[config.mk]
export PLATFORM = sky130hd
export DESIGN_NAME = noc_router_node_flat
export DESIGN_NICKNAME = d
export VERILOG_FILES = /design/src/rtl/noc_router_node_pkg.sv /design/src/rtl/noc_router_node_if.sv /design/src/rtl/noc_router_node_fifo.sv /design/src/rtl/noc_router_node.sv /design/src/flat_wrapper.sv
export SDC_FILE = /design/constraint.sdc
export NUM_CORES = 1
export LEC_CHECK = 0
export ABC_AREA = 1
export BUFFER_PORTS_ARGS = -buffer_cell sky130_fd_sc_hd__clkbuf_2
export CAP_MARGIN = 5
export CORE_ASPECT_RATIO = 1.1
export CORE_MARGIN = 2
export CORE_UTILIZATION = 51
export CTS_CLUSTER_DIAMETER = 50
export DETAILED_ROUTE_END_ITERATION = 7
export PLACE_DENSITY = 0.67
export REMOVE_ABC_BUFFERS = 1
export SLEW_MARGIN = 20
export SYNTH_ARGS = -nofsm -noshare
export SYNTH_HDL_FRONTEND = slang
export SYNTH_HIERARCHICAL = 1
export SYNTH_SLANG_ARGS = --single-unit
export TNS_END_PERCENT = 1
[constraint.sdc]
create_clock -name clk_i -period 6.3 [get_ports clk_i]
set_input_delay 0.63 -clock clk_i [delete_from_list [all_inputs] [get_ports clk_i]]
set_output_delay 0.63 -clock clk_i [all_outputs]
set_load 0.02 [all_outputs]
[src/rtl/noc_router_node_pkg.sv]
// Shared types and helpers for the configurable mesh router node.
// Port numbering and header field layout are used by the router, the FIFO wrapper and the bench.
package noc_router_node_pkg;

   localparam int NUM_PORTS  = 5;
   localparam int PORT_IDX_W = 3;

   localparam int P_LOCAL = 0;
   localparam int P_NORTH = 1;
   localparam int P_EAST  = 2;
   localparam int P_SOUTH = 3;
   localparam int P_WEST  = 4;

   localparam int HDR_Y_LSB   = 0;
   localparam int HDR_Y_W     = 4;
   localparam int HDR_X_LSB   = 4;
   localparam int HDR_X_W     = 4;
   localparam int HDR_LEN_LSB = 8;
   localparam int HDR_LEN_W   = 8;

   typedef logic [PORT_IDX_W-1:0] port_idx_t;
   typedef logic [HDR_LEN_W-1:0]  len_t;

   typedef enum logic [2:0] {
      ROUTE_LOCAL = 3'd0,
      ROUTE_NORTH = 3'd1,
      ROUTE_EAST  = 3'd2,
      ROUTE_SOUTH = 3'd3,
      ROUTE_WEST  = 3'd4
   } route_t;

   typedef enum logic {
      IN_FWD,
      IN_DROP
   } in_state_t;

   typedef enum logic {
      OUT_IDLE,
      OUT_LOCKED
   } out_state_t;

   // Dimension-order routing: resolve X first, then Y; Y grows northward.
   function automatic route_t xy_route(input logic [3:0] dest_x,
                                       input logic [3:0] dest_y,
                                       input logic [3:0] node_x,
                                       input logic [3:0] node_y);
      if (dest_x > node_x)      return ROUTE_EAST;
      else if (dest_x < node_x) return ROUTE_WEST;
      else if (dest_y > node_y) return ROUTE_NORTH;
      else if (dest_y < node_y) return ROUTE_SOUTH;
      else                      return ROUTE_LOCAL;
   endfunction

endpackage

[src/rtl/noc_router_node_if.sv]
// Flit handshake bundle for all five router ports, flattened per direction.
// The router takes the slave view; whatever sits around it takes the master view.
interface noc_router_node_if #(
   parameter int DATA_W = 16
);

   logic [noc_router_node_pkg::NUM_PORTS*DATA_W-1:0] in_data;
   logic [noc_router_node_pkg::NUM_PORTS-1:0]        in_valid;
   logic [noc_router_node_pkg::NUM_PORTS-1:0]        in_ready;
   logic [noc_router_node_pkg::NUM_PORTS*DATA_W-1:0] out_data;
   logic [noc_router_node_pkg::NUM_PORTS-1:0]        out_valid;
   logic [noc_router_node_pkg::NUM_PORTS-1:0]        out_ready;

   modport master (
      output in_data,
      output in_valid,
      input  in_ready,
      input  out_data,
      input  out_valid,
      output out_ready
   );

   modport slave (
      input  in_data,
      input  in_valid,
      output in_ready,
      output out_data,
      output out_valid,
      input  out_ready
   );

endinterface

[src/rtl/noc_router_node_fifo.sv]
// Per-input flit FIFO with a combinational head so the crossbar can forward the
// flit in the cycle after it was written. A push while full is ignored.
module flit_fifo #(
   parameter int DATA_W = 16,
   parameter int DEPTH  = 4
) (
   input  logic              clk_i,
   input  logic              rst_ni,
   input  logic              push_i,
   input  logic [DATA_W-1:0] push_data_i,
   input  logic              pop_i,
   output logic              full_o,
   output logic              valid_o,
   output logic [DATA_W-1:0] head_o
);

   localparam int AW = $clog2(DEPTH);
   typedef logic [AW:0] ptr_t;

   logic [DATA_W-1:0] mem_q [DEPTH];
   ptr_t              wr_ptr_q, wr_ptr_d;
   ptr_t              rd_ptr_q, rd_ptr_d;
   logic              do_push;
   logic              do_pop;

   // Extra pointer bit distinguishes full from empty when the indices match.
   assign valid_o = (wr_ptr_q != rd_ptr_q);
   assign full_o  = (wr_ptr_q[AW] != rd_ptr_q[AW]) &&
                    (wr_ptr_q[AW-1:0] == rd_ptr_q[AW-1:0]);
   assign do_push = push_i & ~full_o;
   assign do_pop  = pop_i & valid_o;
   assign head_o  = mem_q[rd_ptr_q[AW-1:0]];

   always_comb begin
      wr_ptr_d = wr_ptr_q;
      rd_ptr_d = rd_ptr_q;
      if (do_push) wr_ptr_d = wr_ptr_q + ptr_t'(1);
      if (do_pop)  rd_ptr_d = rd_ptr_q + ptr_t'(1);
   end

   always_ff @(posedge clk_i or negedge rst_ni) begin
      if (!rst_ni) begin
         wr_ptr_q <= '0;
         rd_ptr_q <= '0;
      end else begin
         wr_ptr_q <= wr_ptr_d;
         rd_ptr_q <= rd_ptr_d;
      end
   end

   always_ff @(posedge clk_i) begin
      if (do_push) mem_q[wr_ptr_q[AW-1:0]] <= push_data_i;
   end

endmodule

[src/rtl/noc_router_node.sv]
// Configurable 5-port mesh router node: per-input FIFOs, XY routing, per-output
// round-robin arbitration with wormhole locking, and internal draining of packets to absent ports.
module noc_router_node
   import noc_router_node_pkg::*;
#(
   parameter int                   NODE_X     = 0,
   parameter int                   NODE_Y     = 0,
   parameter logic [NUM_PORTS-1:0] PORT_EN    = 5'b11111,
   parameter int                   DATA_W     = 16,
   parameter int                   FIFO_DEPTH = 4
) (
   input  logic                    clk_i,
   input  logic                    rst_ni,
   noc_router_node_if.slave        bus_if,
   output logic [7:0]              drop_count_o
);

   localparam logic [NUM_PORTS-1:0] PEN = PORT_EN;

   logic [DATA_W-1:0]    head       [NUM_PORTS];
   logic [NUM_PORTS-1:0] fifo_valid;
   logic [NUM_PORTS-1:0] fifo_full;
   logic [NUM_PORTS-1:0] fifo_pop;
   route_t               route      [NUM_PORTS];
   len_t                 hdr_len    [NUM_PORTS];

   out_state_t           out_state_q [NUM_PORTS], out_state_d [NUM_PORTS];
   port_idx_t            owner_q     [NUM_PORTS], owner_d     [NUM_PORTS];
   len_t                 rem_q       [NUM_PORTS], rem_d       [NUM_PORTS];
   port_idx_t            rr_q        [NUM_PORTS], rr_d        [NUM_PORTS];
   in_state_t            in_state_q  [NUM_PORTS], in_state_d  [NUM_PORTS];
   len_t                 drop_rem_q  [NUM_PORTS], drop_rem_d  [NUM_PORTS];
   logic [7:0]           drop_cnt_q, drop_cnt_d;

   logic [NUM_PORTS-1:0] owned;
   logic [NUM_PORTS-1:0] req        [NUM_PORTS];
   port_idx_t            win        [NUM_PORTS];
   logic [NUM_PORTS-1:0] out_valid;
   logic [DATA_W-1:0]    out_data   [NUM_PORTS];
   logic [NUM_PORTS-1:0] xfer;
   logic [NUM_PORTS-1:0] drop_hdr;

   // Next enabled port after w, wrapping; w itself if it is the only one enabled.
   function automatic port_idx_t rr_after(input port_idx_t w);
      port_idx_t cand;
      rr_after = w;
      for (int k = NUM_PORTS; k >= 1; k--) begin
         cand = port_idx_t'((int'(w) + k) % NUM_PORTS);
         if (PEN[cand]) rr_after = cand;
      end
   endfunction

   for (genvar gi = 0; gi < NUM_PORTS; gi++) begin : g_port
      if (PORT_EN[gi]) begin : g_en
         flit_fifo #(
            .DATA_W (DATA_W),
            .DEPTH  (FIFO_DEPTH)
         ) u_fifo (
            .clk_i       (clk_i),
            .rst_ni      (rst_ni),
            .push_i      (bus_if.in_valid[gi] & bus_if.in_ready[gi]),
            .push_data_i (bus_if.in_data[gi*DATA_W +: DATA_W]),
            .pop_i       (fifo_pop[gi]),
            .full_o      (fifo_full[gi]),
            .valid_o     (fifo_valid[gi]),
            .head_o      (head[gi])
         );
      end else begin : g_dis
         assign fifo_full[gi]  = 1'b1;
         assign fifo_valid[gi] = 1'b0;
         assign head[gi]       = '0;
      end

      assign route[gi]   = xy_route(head[gi][HDR_X_LSB +: HDR_X_W],
                                    head[gi][HDR_Y_LSB +: HDR_Y_W],
                                    4'(NODE_X), 4'(NODE_Y));
      assign hdr_len[gi] = head[gi][HDR_LEN_LSB +: HDR_LEN_W];

      assign bus_if.in_ready[gi]                    = PEN[gi] & ~fifo_full[gi] & rst_ni;
      assign bus_if.out_valid[gi]                   = out_valid[gi];
      assign bus_if.out_data[gi*DATA_W +: DATA_W]   = out_data[gi];
   end

   always_ff @(posedge clk_i or negedge rst_ni) begin
      if (!rst_ni) begin
         for (int i = 0; i < NUM_PORTS; i++) begin
            out_state_q[i] <= OUT_IDLE;
            owner_q[i]     <= '0;
            rem_q[i]       <= '0;
            rr_q[i]        <= '0;
            in_state_q[i]  <= IN_FWD;
            drop_rem_q[i]  <= '0;
         end
         drop_cnt_q <= '0;
      end else begin
         out_state_q <= out_state_d;
         owner_q     <= owner_d;
         rem_q       <= rem_d;
         rr_q        <= rr_d;
         in_state_q  <= in_state_d;
         drop_rem_q  <= drop_rem_d;
         drop_cnt_q  <= drop_cnt_d;
      end
   end

   // Crossbar, arbitration and pop generation.
   always_comb begin
      logic      found;
      port_idx_t cand;
      found    = 1'b0;
      cand     = '0;
      owned    = '0;
      out_valid = '0;
      xfer     = '0;
      fifo_pop = '0;
      drop_hdr = '0;
      for (int o = 0; o < NUM_PORTS; o++) begin
         out_data[o] = '0;
         win[o]      = '0;
         req[o]      = '0;
      end

      for (int o = 0; o < NUM_PORTS; o++) begin
         if (PEN[o] && out_state_q[o] == OUT_LOCKED) owned[owner_q[o]] = 1'b1;
      end

      // A non-busy FWD input always has a header at its head.
      for (int o = 0; o < NUM_PORTS; o++) begin
         for (int p = 0; p < NUM_PORTS; p++) begin
            req[o][p] = PEN[o] && PEN[p] && fifo_valid[p] &&
                        (in_state_q[p] == IN_FWD) && !owned[p] &&
                        (int'(route[p]) == o);
         end
      end

      for (int o = 0; o < NUM_PORTS; o++) begin
         if (PEN[o]) begin
            if (out_state_q[o] == OUT_IDLE) begin
               found = 1'b0;
               for (int k = 0; k < NUM_PORTS; k++) begin
                  cand = port_idx_t'((int'(rr_q[o]) + k) % NUM_PORTS);
                  if (!found && req[o][cand]) begin
                     win[o] = cand;
                     found  = 1'b1;
                  end
               end
               out_valid[o] = found;
            end else begin
               win[o]       = owner_q[o];
               out_valid[o] = fifo_valid[owner_q[o]];
            end
            if (out_valid[o]) out_data[o] = head[win[o]];
            xfer[o] = out_valid[o] & bus_if.out_ready[o];
            if (xfer[o]) fifo_pop[win[o]] = 1'b1;
         end
      end

      for (int p = 0; p < NUM_PORTS; p++) begin
         if (PEN[p]) begin
            if (in_state_q[p] == IN_FWD) begin
               if (fifo_valid[p] && !owned[p] && !PEN[route[p]]) begin
                  drop_hdr[p] = 1'b1;
                  fifo_pop[p] = 1'b1;
               end
            end else if (fifo_valid[p]) begin
               fifo_pop[p] = 1'b1;
            end
         end
      end
   end

   always_comb begin
      int n_drop;
      out_state_d = out_state_q;
      owner_d     = owner_q;
      rem_d       = rem_q;
      rr_d        = rr_q;
      in_state_d  = in_state_q;
      drop_rem_d  = drop_rem_q;
      n_drop      = 0;

      for (int o = 0; o < NUM_PORTS; o++) begin
         if (xfer[o]) begin
            if (out_state_q[o] == OUT_IDLE) begin
               rr_d[o] = rr_after(win[o]);
               if (hdr_len[win[o]] != '0) begin
                  out_state_d[o] = OUT_LOCKED;
                  owner_d[o]     = win[o];
                  rem_d[o]       = hdr_len[win[o]];
               end
            end else begin
               rem_d[o] = rem_q[o] - len_t'(1);
               if (rem_q[o] == len_t'(1)) out_state_d[o] = OUT_IDLE;
            end
         end
      end

      for (int p = 0; p < NUM_PORTS; p++) begin
         if (drop_hdr[p]) begin
            n_drop = n_drop + 1;
            if (hdr_len[p] != '0) begin
               in_state_d[p] = IN_DROP;
               drop_rem_d[p] = hdr_len[p];
            end
         end else if (in_state_q[p] == IN_DROP && fifo_pop[p]) begin
            drop_rem_d[p] = drop_rem_q[p] - len_t'(1);
            if (drop_rem_q[p] == len_t'(1)) in_state_d[p] = IN_FWD;
         end
      end

      if (int'(drop_cnt_q) + n_drop > 255) drop_cnt_d = 8'hFF;
      else                                 drop_cnt_d = 8'(int'(drop_cnt_q) + n_drop);
   end

   assign drop_count_o = drop_cnt_q;

endmodule

[src/flat_wrapper.sv]
// flat-port wrapper written by rule: the top's interface ports become plain ports
module noc_router_node_flat import noc_router_node_pkg::*;
#(
   parameter int                   NODE_X     = 0,
   parameter int                   NODE_Y     = 0,
   parameter logic [NUM_PORTS-1:0] PORT_EN    = 5'b11111,
   parameter int                   DATA_W     = 16,
   parameter int                   FIFO_DEPTH = 4
)
  (clk_i, rst_ni, drop_count_o, bus_if_in_data, bus_if_in_valid, bus_if_in_ready, bus_if_out_data, bus_if_out_valid, bus_if_out_ready);
  noc_router_node_if #(.DATA_W(DATA_W)) bus_if_i ();
  input  logic clk_i;
  input  logic rst_ni;
  output logic [7:0] drop_count_o;
  input wire logic [$bits(bus_if_i.in_data)-1:0] bus_if_in_data;
  input wire logic [$bits(bus_if_i.in_valid)-1:0] bus_if_in_valid;
  output wire logic [$bits(bus_if_i.in_ready)-1:0] bus_if_in_ready;
  output wire logic [$bits(bus_if_i.out_data)-1:0] bus_if_out_data;
  output wire logic [$bits(bus_if_i.out_valid)-1:0] bus_if_out_valid;
  input wire logic [$bits(bus_if_i.out_ready)-1:0] bus_if_out_ready;
  assign bus_if_i.in_data = bus_if_in_data;
  assign bus_if_i.in_valid = bus_if_in_valid;
  assign bus_if_in_ready = bus_if_i.in_ready;
  assign bus_if_out_data = bus_if_i.out_data;
  assign bus_if_out_valid = bus_if_i.out_valid;
  assign bus_if_i.out_ready = bus_if_out_ready;
  noc_router_node #(.NODE_X(NODE_X), .NODE_Y(NODE_Y), .PORT_EN(PORT_EN), .DATA_W(DATA_W), .FIFO_DEPTH(FIFO_DEPTH)) u_core (.clk_i(clk_i), .rst_ni(rst_ni), .bus_if(bus_if_i), .drop_count_o(drop_count_o));
endmodule
==> out/qor.csv <==
metric,value,unit
outcome,finished clean,
synth.distinct_cells,69,
r2r-start,u_core/rr_q[13],
hold_path.class,primary input to async pin,
cp-endpoint,bus_if_out_data[7],
clkSlewWorstSetupHoldPaths,0.06,ns
postSynthCellCount,3415,
fin_worst_skew,0.0150,ns
track_usage,32.3,%
dpl.hpwl,67400,um
cts_buffers,48,
grt_pass1_wl,138000,um
rr_endpoint,u_core/rr_q[12],
root_buffer,clkbuf_16,
vias,25800,
startpoint,u_core/rr_q[13],
area_growth,14.8,%
antenna_found_initial,3,
first_pass_iters,6,
worstPathArrival,5.46,ns
netlist_area,27500,sq um
hold_buffers,0,
start_util,51.4,%
num_rows,89,
htreeDepth,2,
hold_violations,0,
synth_top_area_cell,edfxtp_1,
antenna_left,0,
postSynthAreaPerCell,8.04,sq um
ios,190,
finalCriticalPeriod,6.09,ns
slew_headroom,19.0,%
numPortBuffers,181,
nets,3833,
crit_path_max_fanout,7,
rsz0062_at_grt,true,
ys.flop_type,edfxtp_1,
drive_gt1_share,17.4,%
grt_max_degree,57,
grt-ovfl-total,0,
synth_seq_cells,419,
critical_path_class,register to output pin,
num-fill-cells,4802,
viasPerCell,5.92,
required,5.67,ns
drc,0,
drv_cap,0,
coreArea,53500,sq um
clock_sinks,419,
critPathCaptureType,output pin,
tightest_slew,1.21,ns
critPathMaxStageDelay,0.47,ns
cts_tree,built,
seqCellArea,12100,sq um
grt_pass1_vias,24200,
setup_viol,0,
maxSlewViolCount,0,
dr.first_iter.drc_count,2859,
synth-edff-count,320,
routed_wl,91300,um
yosys-top-cells-area,"edfxtp_1 35%, nand2_1 9.9%, dfrtp_1 9.0%",
yosysWarnings,6,
crit_slowest_cell,dfrtp_2,
clkLatencyLatePin,0.60,ns
crit_top_cell,nand2_1,
r2r_cells,39,
synthArstFlopShare,23.6,%
wl_per_cell,20.9,um
reg2reg_slack,0.59,ns
place.gp.congestion,1.05,
stdcell_area,31500,sq um
ys_seq_area_share,44.0,%
min_period_over_period,96.6,%
multi_input_area,13500,sq um
die_w,225,um
dpl-instance-area,29200,sq um
die_area,55700,sq um
die_h,247,um
synthTopCellsByCount,"723 x nand2_1, 368 x o21ai_0, 349 x inv_1",
synth_most_common_cell,nand2_1,
clock_path_buffers,3,
synth_top_area_share,35.0,%
start_kind,register,
timing.fmax,164,MHz
==> cells by family (layout without fill, tap and decap cells) <==
kind of cell    count (synthesis)  after routing  share of synthesized area, %
fa+ha+maj                     104            104                          4.74
compound gates                747            747                          15.1
xor+xnor                       40             40                          1.36
buf+inv                       540            792                          8.41
flops                         419            419                          44.0
mux                             2              2                        0.0729
simple gates                 1562           1565                          26.3
other cells                     1             10                        0.0137
==> cell type report <==
| class | instances | share of cell area (%) |
|---|---|---|
| Clock inverter | 34 | 1.18 |
| Antenna cell | 2 | 0.0159 |
| Multi-Input combinational cell | 2466 | 42.8 |
| Clock buffer | 56 | 4.00 |
| Tap cell | 682 | 2.71 |
| Sequential cell | 419 | 38.3 |
| Inverter | 403 | 5.05 |
| Timing Repair Buffer | 299 | 5.93 |
==> critical path, delay by kind of cell, from the launching register on <==
family / cells / cell delay, ns
AND/OR/NAND/NOR: 17 / 2.20
adder cells (fa/ha/maj): 4 / 0.87
buffers and inverters: 7 / 0.78
flip-flops: 1 / 0.47
AO/OA/AOI/OAI: 3 / 0.35
XOR/XNOR: 1 / 0.19
==> worst min path at each step <==
stage                      startpoint                                  endpoint  slack, ns  cells past startpoint
floorplan                      rst_ni  u_core/g_port[0].g_en.u_fifo/rd_ptr_q[0]       0.33                      0
global placement    u_core/owner_q[5]                         u_core/owner_q[5]       0.44                      0
detailed placement  u_core/owner_q[5]                         u_core/owner_q[5]       0.44                      0
CTS                            rst_ni  u_core/g_port[3].g_en.u_fifo/wr_ptr_q[0]       0.12                      1
global route                   rst_ni  u_core/g_port[3].g_en.u_fifo/wr_ptr_q[0]       0.17                      1
finish                         rst_ni  u_core/g_port[3].g_en.u_fifo/wr_ptr_q[0]       0.10                      1
==> per-stage QoR <==
stage,util (%),setup slack [ns],instances,hold WS (ns),setup TNS (ns)
floorplan,-,0.547,3285,0.334,0
global placement,54.6,0.172,4234,0.439,0
detailed placement,54.6,-0.0145,4234,0.442,-0.0145
CTS,58.0,0.00254,4328,0.124,0
global route,59.0,-0.0426,4359,0.166,-0.198
finish,59.0,0.214,4361,0.102,0
==> sequential cells by signal, summed over array words and instances (netlist names) <==
register / count
u_core/g_port.g_en.u_fifo/mem_q: 320
u_core/g_port.g_en.u_fifo/rd_ptr_q: 15
u_core/g_port.g_en.u_fifo/wr_ptr_q: 15
u_core/out_state_q: 5
u_core/owner_q: 15
u_core/rem_q: 40
u_core/rr_q: 9
==> timing repair <==
item | 4_1_cts | 5_1_grt
cloned | 0 | 3
setup endpoints to repair | 37 | 53
setup buffers | 4 | 28
pin swaps | 2 | 11
resized for setup | 35 | 77
==> routing by layer <==
metal  up-vias  routed length (um)  track usage, %  part of all wire, %
met3       299                7790            5.77                  8.5
met2      1236               42300            52.9                   46
li1      12100                   -               -                    -
met4         6                5120            16.0                  5.6
met1     12200               36100            41.5                   40
met5         -                  34               0                0.037
==> placed cells by master (no fill, tap or decap), types with 19 or more instances in the layout <==
| cell type | netlist | routed |
|---|---|---|
| clkbuf_2 | 10 | 175 |
| a21oi_1 | 157 | 155 |
| nor2_1 | 347 | 328 |
| inv_1 | 349 | 340 |
| o21ai_1 | 28 | 35 |
| nor3_1 | 20 | 19 |
| inv_2 | 34 | 37 |
| buf_4 | 16 | 112 |
| edfxtp_1 | 320 | 320 |
| a31oi_1 | 19 | 19 |
| xor2_1 | 30 | 28 |
| nor2_2 | 16 | 33 |
| dfrtp_1 | 99 | 94 |
| nand4_1 | 39 | 39 |
| ha_1 | 104 | 101 |
| nand2_1 | 723 | 715 |
| nand3_1 | 262 | 261 |
| nand2_4 | 27 | 32 |
| o21ai_0 | 368 | 359 |
| o22ai_1 | 90 | 89 |
| clkbuf_16 | 0 | 48 |
| nand2_2 | 39 | 43 |
Power is left out: the tool's default activity adds up to more than one toggle a clock period on the data nets, which glitch-free logic cannot reach.
